[src/rtl/efc_transition_scheduler.sv]
`default_nettype none
// ============================================================================
// Module      : efc_transition_scheduler
// Description : Picks one enabled, requested Petri-net transition (t0..t6)
//               at a time. It issues a one-cycle one-hot fire/ack pulse and
//               then waits SETTLE_CYCLES cycles so the three FSMs can update
//               their markings. It also tracks the hidden FSM2 places p3 and
//               p5 with shadow bits, flags long-blocked requests and flags
//               inconsistent marking inputs.
// Revision    : 1.0 - initial release
// ============================================================================
module efc_transition_scheduler #(
    parameter int SETTLE_CYCLES = 1,   // 1..15
    parameter int STALL_LIMIT   = 64   // 2..255
) (
    input  logic       clk,
    input  logic       reset,          // asynchronous, active-low
    input  logic [6:0] req,
    input  logic [3:0] f1_mark,        // {p6,p0,p4,p2}
    input  logic [1:0] f2_mark,        // {p0,p7}
    input  logic [3:0] f3_mark,        // {p1,p6,p4,p2}
    output logic [6:0] fire,
    output logic [6:0] ack,
    output logic       busy,
    output logic       stall,
    output logic       mark_err
);

    typedef enum logic [1:0] {
        ST_IDLE   = 2'd0,
        ST_FIRE   = 2'd1,
        ST_SETTLE = 2'd2
    } state_t;

    // The settle counter is loaded with SETTLE_CYCLES-1. SETTLE then exits
    // when the counter reaches zero, so SETTLE lasts exactly SETTLE_CYCLES
    // cycles.
    localparam logic [3:0] c_SETTLE_LOAD = 4'(SETTLE_CYCLES - 1);
    localparam logic [7:0] c_STALL_LIMIT = 8'(STALL_LIMIT);

    state_t     r_state;
    state_t     w_state_next;
    logic [6:0] r_sel;            // one-hot transition latched for FIRE
    logic [3:0] r_settle_cnt;
    logic       r_rr;             // t0/t1 arbitration: 0 -> t0 next
    logic       r_sh3;            // shadow of FSM2 p3 (set by t0)
    logic       r_sh5;            // shadow of FSM2 p5 (set by t1)
    logic [7:0] r_stall_cnt;
    logic       r_stall;
    logic       r_mark_err;

    logic [6:0] w_enabled;
    logic [6:0] w_cand;
    logic [6:0] w_pick;
    logic       w_blocked;
    logic [7:0] w_stall_inc;
    logic       w_mark_bad;

    function automatic logic is_onehot4(input logic [3:0] v);
        return (v != 4'd0) && ((v & (v - 4'd1)) == 4'd0);
    endfunction

    // Enabledness of each transition from the exported markings and shadows.
    always_comb begin
        w_enabled    = '0;
        w_enabled[0] = f1_mark[2] & f2_mark[1] & f3_mark[3];
        w_enabled[1] = f1_mark[2] & f2_mark[1] & f3_mark[3];
        w_enabled[2] = f1_mark[0] & f3_mark[0];
        w_enabled[3] = r_sh3;
        w_enabled[4] = f1_mark[1] & f3_mark[1];
        w_enabled[5] = r_sh5;
        w_enabled[6] = f1_mark[3] & f2_mark[0] & f3_mark[2];
    end

    // Candidate set and winner selection. Only IDLE considers requests.
    // Among the other candidates the lowest index wins. When t0 and t1
    // compete, the round-robin bit decides between them.
    always_comb begin
        w_cand = (r_state == ST_IDLE) ? (req & w_enabled) : 7'd0;
        if (w_cand[0] && w_cand[1]) begin
            w_pick = r_rr ? 7'b000_0010 : 7'b000_0001;
        end else begin
            w_pick = w_cand & (~w_cand + 7'd1);
        end
    end

    // Stall and marking-consistency conditions, meaningful only in IDLE.
    always_comb begin
        w_blocked   = (r_state == ST_IDLE) && (req != 7'd0) && (w_cand == 7'd0);
        w_stall_inc = (r_stall_cnt == 8'hFF) ? r_stall_cnt : (r_stall_cnt + 8'd1);
        w_mark_bad  = (r_state == ST_IDLE) &&
                      (!is_onehot4(f1_mark) || (&f2_mark) || !is_onehot4(f3_mark));
    end

    // State register.
    always_ff @(posedge clk or negedge reset) begin
        if (!reset) begin
            r_state <= ST_IDLE;
        end else begin
            r_state <= w_state_next;
        end
    end

    // Next-state logic and outputs. Reset forces IDLE, which drops
    // fire/ack/busy at once.
    always_comb begin
        w_state_next = r_state;
        fire         = '0;
        ack          = '0;
        busy         = 1'b0;
        case (r_state)
            ST_IDLE: begin
                if (w_cand != 7'd0) begin
                    w_state_next = ST_FIRE;
                end
            end
            ST_FIRE: begin
                fire         = r_sel;
                ack          = r_sel;
                busy         = 1'b1;
                w_state_next = ST_SETTLE;
            end
            ST_SETTLE: begin
                busy = 1'b1;
                if (r_settle_cnt == 4'd0) begin
                    w_state_next = ST_IDLE;
                end
            end
            default: begin
                w_state_next = ST_IDLE;
            end
        endcase
    end

    // Latch the winner and run the settle down-counter.
    always_ff @(posedge clk or negedge reset) begin
        if (!reset) begin
            r_sel        <= '0;
            r_settle_cnt <= '0;
        end else begin
            if (w_cand != 7'd0) begin
                r_sel <= w_pick;
            end
            if (r_state == ST_FIRE) begin
                r_settle_cnt <= c_SETTLE_LOAD;
            end else if ((r_state == ST_SETTLE) && (r_settle_cnt != 4'd0)) begin
                r_settle_cnt <= r_settle_cnt - 4'd1;
            end
        end
    end

    // Shadow places and round-robin bit update on the firing cycle.
    always_ff @(posedge clk or negedge reset) begin
        if (!reset) begin
            r_sh3 <= 1'b0;
            r_sh5 <= 1'b0;
            r_rr  <= 1'b0;
        end else if (r_state == ST_FIRE) begin
            if (r_sel[0]) begin
                r_sh3 <= 1'b1;
            end else if (r_sel[3]) begin
                r_sh3 <= 1'b0;
            end
            if (r_sel[1]) begin
                r_sh5 <= 1'b1;
            end else if (r_sel[5]) begin
                r_sh5 <= 1'b0;
            end
            if (r_sel[0] || r_sel[1]) begin
                r_rr <= ~r_rr;
            end
        end
    end

    // Saturating blocked-request counter and sticky error flags.
    always_ff @(posedge clk or negedge reset) begin
        if (!reset) begin
            r_stall_cnt <= '0;
            r_stall     <= 1'b0;
            r_mark_err  <= 1'b0;
        end else begin
            if (w_blocked) begin
                r_stall_cnt <= w_stall_inc;
                if (w_stall_inc >= c_STALL_LIMIT) begin
                    r_stall <= 1'b1;
                end
            end else begin
                r_stall_cnt <= '0;
            end
            if (w_mark_bad) begin
                r_mark_err <= 1'b1;
            end
        end
    end

    assign stall    = r_stall;
    assign mark_err = r_mark_err;

endmodule
`default_nettype wire

[config.mk]
export PLATFORM = sky130hd
export DESIGN_NAME = efc_transition_scheduler
export DESIGN_NICKNAME = d
export VERILOG_FILES = /design/src/rtl/efc_transition_scheduler.sv
export SDC_FILE = /design/constraint.sdc
export NUM_CORES = 1
export LEC_CHECK = 0
export ABC_AREA = 1
export CAP_MARGIN = 0
export CORE_UTILIZATION = 25
export DETAILED_ROUTE_END_ITERATION = 10
export GPL_TIMING_DRIVEN = 0
export SKIP_CTS_REPAIR_TIMING = 1
export SKIP_LAST_GASP = 1
export SLEW_MARGIN = 20
export SYNTH_ARGS = -nofsm -noshare
export SYNTH_HDL_FRONTEND = slang
export SYNTH_SLANG_ARGS = --single-unit
[constraint.sdc]
create_clock -name clk -period 4 [get_ports clk]
set_input_delay 0.8 -clock clk [delete_from_list [all_inputs] [get_ports clk]]
set_output_delay 0.8 -clock clk [all_outputs]
set_load 0.005 [all_outputs]
# Word level (Yosys, flattened, before mapping)
# Cells that the tools add are included.
# Widths: inputs -> output; s select.
[word_totals] mem_bits_rw=0 elab_cells=80 reg_bits=26 memories=0 latchBits=0 rom_bits=0 out_inout_bits=17
[classes] multipliers=0 order_cmp=1 shifts=0 reduce_logical=32 n_bitwise=12 n_mux=16 div_mod_pow=0 eq_ne=5 addsub=5
[op_table] cell="$mux 7" n=3
[op_table] cell="$mux 8" n=2
[op_table] cell="$and 7x7->7" n=2
[op_table] cell="$reduce_bool 7->1" n=2
[op_table] cell="$logic_not 4->1" n=3
[op_table] cell="$reduce_and 2->1" n=6
[op_table] cell="$reduce_bool 4->1" n=3
[op_table] cell="$sub 4x1->4 const B" n=3
[op_table] cell="$add 8x1->8 const B" n=1
[op_table] cell="$and 4x4->4" n=2
[op_table] cell="$eq 8x8->1 const B" n=1
[op_table] cell="$ge 8x7->1 const B" n=1
[op_table] cell="$mux 4" n=2
[op_table] cell="$add 7x1->7 const B" n=1
[op_table] cell="$logic_and 1x1->1" n=7
[op_table] cell="$logic_not 7->1" n=1
[op_table] cell="$not 7->7" n=1
[op_table] cell="$and 1x1->1" n=6
[op_table] cell="$mux 2" n=3
[op_table] cell="$pmux 2 s3" n=1
[op_table] cell="$reduce_bool 2->1" n=3
[op_table] cell="$mux 1" n=5
[op_table] cell="$logic_or 1x1->1" n=3
[op_table] cell="$eq 2x1->1 const B" n=1
[op_table] cell="7 further kinds" n=8

# Longest topological paths before layout
[logic_depth] depth_word=8 ltp_mapped=10

# Least setup slack after synthesis
# Ideal clock, no wire load.
[synth_timing] kind="reg-to-output" start="register r_state[1]" end="output port fire[1]" arrival_time_ns=1.169 t_required_ns=3.200 path_stages_with_launch=7 path_slack_ns=2.031 path_buffers=2 cell_sequence="dfrtp_1 inv_1 ha_1 clkbuf_1 nand2_1 inv_1 buf_4"
[synth_between] elab_chain_cells=2
[synth_rtl] element="start, declared" line="41" rtl="state_t r_state;"
[synth_rtl] element="start signal, assigned" line="100" rtl="r_state <= w_state_next;"
[synth_rtl] element="$eq 2x1->1"
[synth_rtl] element="$mux 7"
[synth_rtl] element="end, declared" line="22" rtl="output logic [6:0] fire,"
# No other way between the ends.

# Worst setup path in the final report
[layout_timing] start="register r_state[1]" end="output port fire[1]"
[layout_between] elab_chain_cells=2
[layout_rtl] element="$eq 2x1->1" line="111" rtl="case (r_state)"
[layout_rtl] element="$mux 7" line="111"
# No other way between the ends.

==> impl_metrics.csv <==
group,metric,value,unit
critical_path,critPathLaunchType,"register",
layout,fin_area,2155,um2
yosys,ys_types,30,
yosys,syn_area_per_cell,7.675,um2
floorplan,core-area,6386,um2
yosys,syn_inst,216,
route,drtPass1Iterations,4,
route,final_antenna_net_count,0,
timing,tns,0,ns
critical_path,endpoint_kind,"output pin",
global_route,grt_util_met2,17.66,%
min_path,hold_start,"mark_err",
route,avgRoutedWirePerCell,10.02,um
critical_path,worstSetupEndpoint,"fire[1]",
timing,finalCritPeriodShare,74.31,%
timing,period_needed,2.972,ns
critical_path,cp_max_fo,10,
cts,cts_tree,"yes",
cts,clock_latency,0.27,ns
critical_path,worstPathRequired,3.20,ns
timing,fmax,0.3364,GHz
critical_path,reg2reg_from,"r_state[0]",
floorplan,die_h,83.44,um
global_route,grt_pass1_wl,5.961,mm
critical_path,crit_path_start,"r_state[1]",
yosys,synth_seq_cells,26,
min_path,min_path_cells,2,
pwr,p_per_area,447.2,nW/um2
route,drc,0,
critical_path,r2r-end,"r_stall_cnt[7]",
cts,cts.sinks,26,
pwr,p_leak,0.001098,uW
global_route,use_met1,13.75,%
outcome,outcome,"finished clean",
cts,clkTransAtPathRegs,0.09,ns
timing,rsz0062_at_grt,"no",
cts,cts_root_buf,"clkbuf_8",
cts,htreeDepth,1,
timing,finalHoldViolations,0,
timing,worst_pin_slew,0.6351,ns
cts,cts_buffer_depth,2,
global_route,met3_usage,0.9940,%
flow_run,cap_violations,0,
place,place_area,2100,um2
timing,relSlewSlack,57.66,%
yosys,yosysWarnings,0,
pwr,ir_drop,0.1706,mV
timing,clock_skew,0.002975,ns
critical_path,worstSetupPathType,"reg2out",
route,wl,3.326,mm
layout,antennaDiodeCount,0,
floorplan,placementRows,29,
floorplan,die_w,83.44,um
critical_path,r2r_slack,2.28,ns
route,vias,1406,
critical_path,worst_r2r_path_depth,10,
global_route,grt_pass1_vias,1388,
layout,drive_above_1_share,14.12,%
critical_path,crit_arrival,2.17,ns
global_route,antenna_found_initial,0,
timing,setup_violations,0,
place,io_buffers,35,
min_path,hold_class,"reg2reg",
timing,slew_violations,0,
yosys,synth_nets,241,
place,place_congestion,0.7829,
floorplan,dieArea,6961,um2
route,drt_iter0_drc,40,
global_route,grt_start_max_net_pins,27,
layout,layout.nets,281,
floorplan,initial_core_util,25.96,%
floorplan,ios,36,
layout,area.growth.synth_to_final,29.96,%
route,via_per_inst,4.235,
place,hpwl,2.661,mm
yosys,syn-cell-area,1658,um2
global_route,gr-usage-all-layers,10.26,%
global_route,overflow,0,
yosys,synth_seq_area_share,39.25,%
cts,cts_buffers,3,
global_route,grt_busiest_layer,"met2",
synthesized netlist by cell type, drive strengths merged:
library cell	instances	share of area, %
a211oi	1	0.45
a21oi	9	3.4
buf	8	3.8
clkbuf	1	0.23
dfrtp	26	39
ha	6	4.5
inv	29	6.9
nand2	63	15
nand3	20	6.9
nand4	1	0.38
nor2	35	11
nor3	1	0.30
nor3b	1	0.45
nor4	1	0.38
o21a	1	0.45
o21ai	7	3.0
o31ai	2	0.91
xor2	4	2.1
layout by cell type, fill, tap and decap left out, drive strengths merged:
master	count
inv	29
nand3	20
nand2	63
a21oi	9
o21a	1
nand4	1
o31ai	2
nor4	1
a211oi	1
clkbuf	5
clkdlybuf4s50	34
nor3	1
o21ai	7
dfrtp	26
xor2	4
ha	6
nor2	35
buf	9
nor3b	1
routing by layer:
| metal | routed length, um | vias to the layer above |
|---|---|---|
| met5 | 0 | - |
| met4 | 17 | 0 |
| met3 | 90 | 2 |
| met2 | 1553 | 24 |
| met1 | 1666 | 633 |
| li1 | - | 747 |
critical path: stages (launching register included):
cell and delay (ns):
dfrtp_1 0.40, inv_1 0.09, ha_1 0.19, clkbuf_1 0.37, nand2_1 0.16, inv_1 0.10, buf_4 0.10, clkdlybuf4s50_1 0.48
worst min-delay path by stage:
stage | endpoint | slack (ns)
after floorplan | r_settle_cnt[3] | 0.43
after global placement | stall | 0.45
after detailed placement | mark_err | 0.45
after CTS | r_settle_cnt[3] | 0.48
after global routing | mark_err | 0.51
final | mark_err | 0.47
sequential cells by signal (all words and copies together), names as in the netlist:
name,cells
r_stall_cnt,8
r_sel,7
r_settle_cnt,4
r_state,2
mark_err,1
r_rr,1
r_sh3,1
r_sh5,1
stall,1
stage by stage:
stage	total power (uW)	utilization (%)	std cells	hold WS, ns	setup WS, ns
6_report	963.6	33.74	332	0.4731	1.028
3_5_place_dp	802.7	32.88	328	0.4535	1.293
2_1_floorplan	658.1	-	216	0.4339	2.031
4_1_cts	982.2	33.74	332	0.4819	0.9795
5_1_grt	1037	33.74	332	0.5097	0.8471
3_3_place_gp	799.9	32.95	328	0.4506	1.322
kinds of logic (layout without fill, tap and decap cells):
group	Yosys count	after routing	synth area share, %
buffers and inverters	38	77	10.94
XOR/XNOR	4	4	2.113
AND/OR/NAND/NOR	122	122	34.94
adder cells (fa/ha/maj)	6	6	4.528
AO/OA/AOI/OAI	20	20	8.227
flip-flops	26	26	39.25
layout make-up:
type                    instances  area [um2]
clock buffers                   4       55.05
flip-flops and latches         26       650.6
well taps                      77       96.34
multi-input cells             152       825.8
repair buffers                 35       345.3
inverters                      29       113.9
plain buffers                   9       67.56
fillers                       722        4232
power by group:
group,internal (uW),switching (uW)
sequential,318,38.8
clock,88.0,85.6
combinational,190,243
Note: power is estimated with default switching activity, not from simulation.
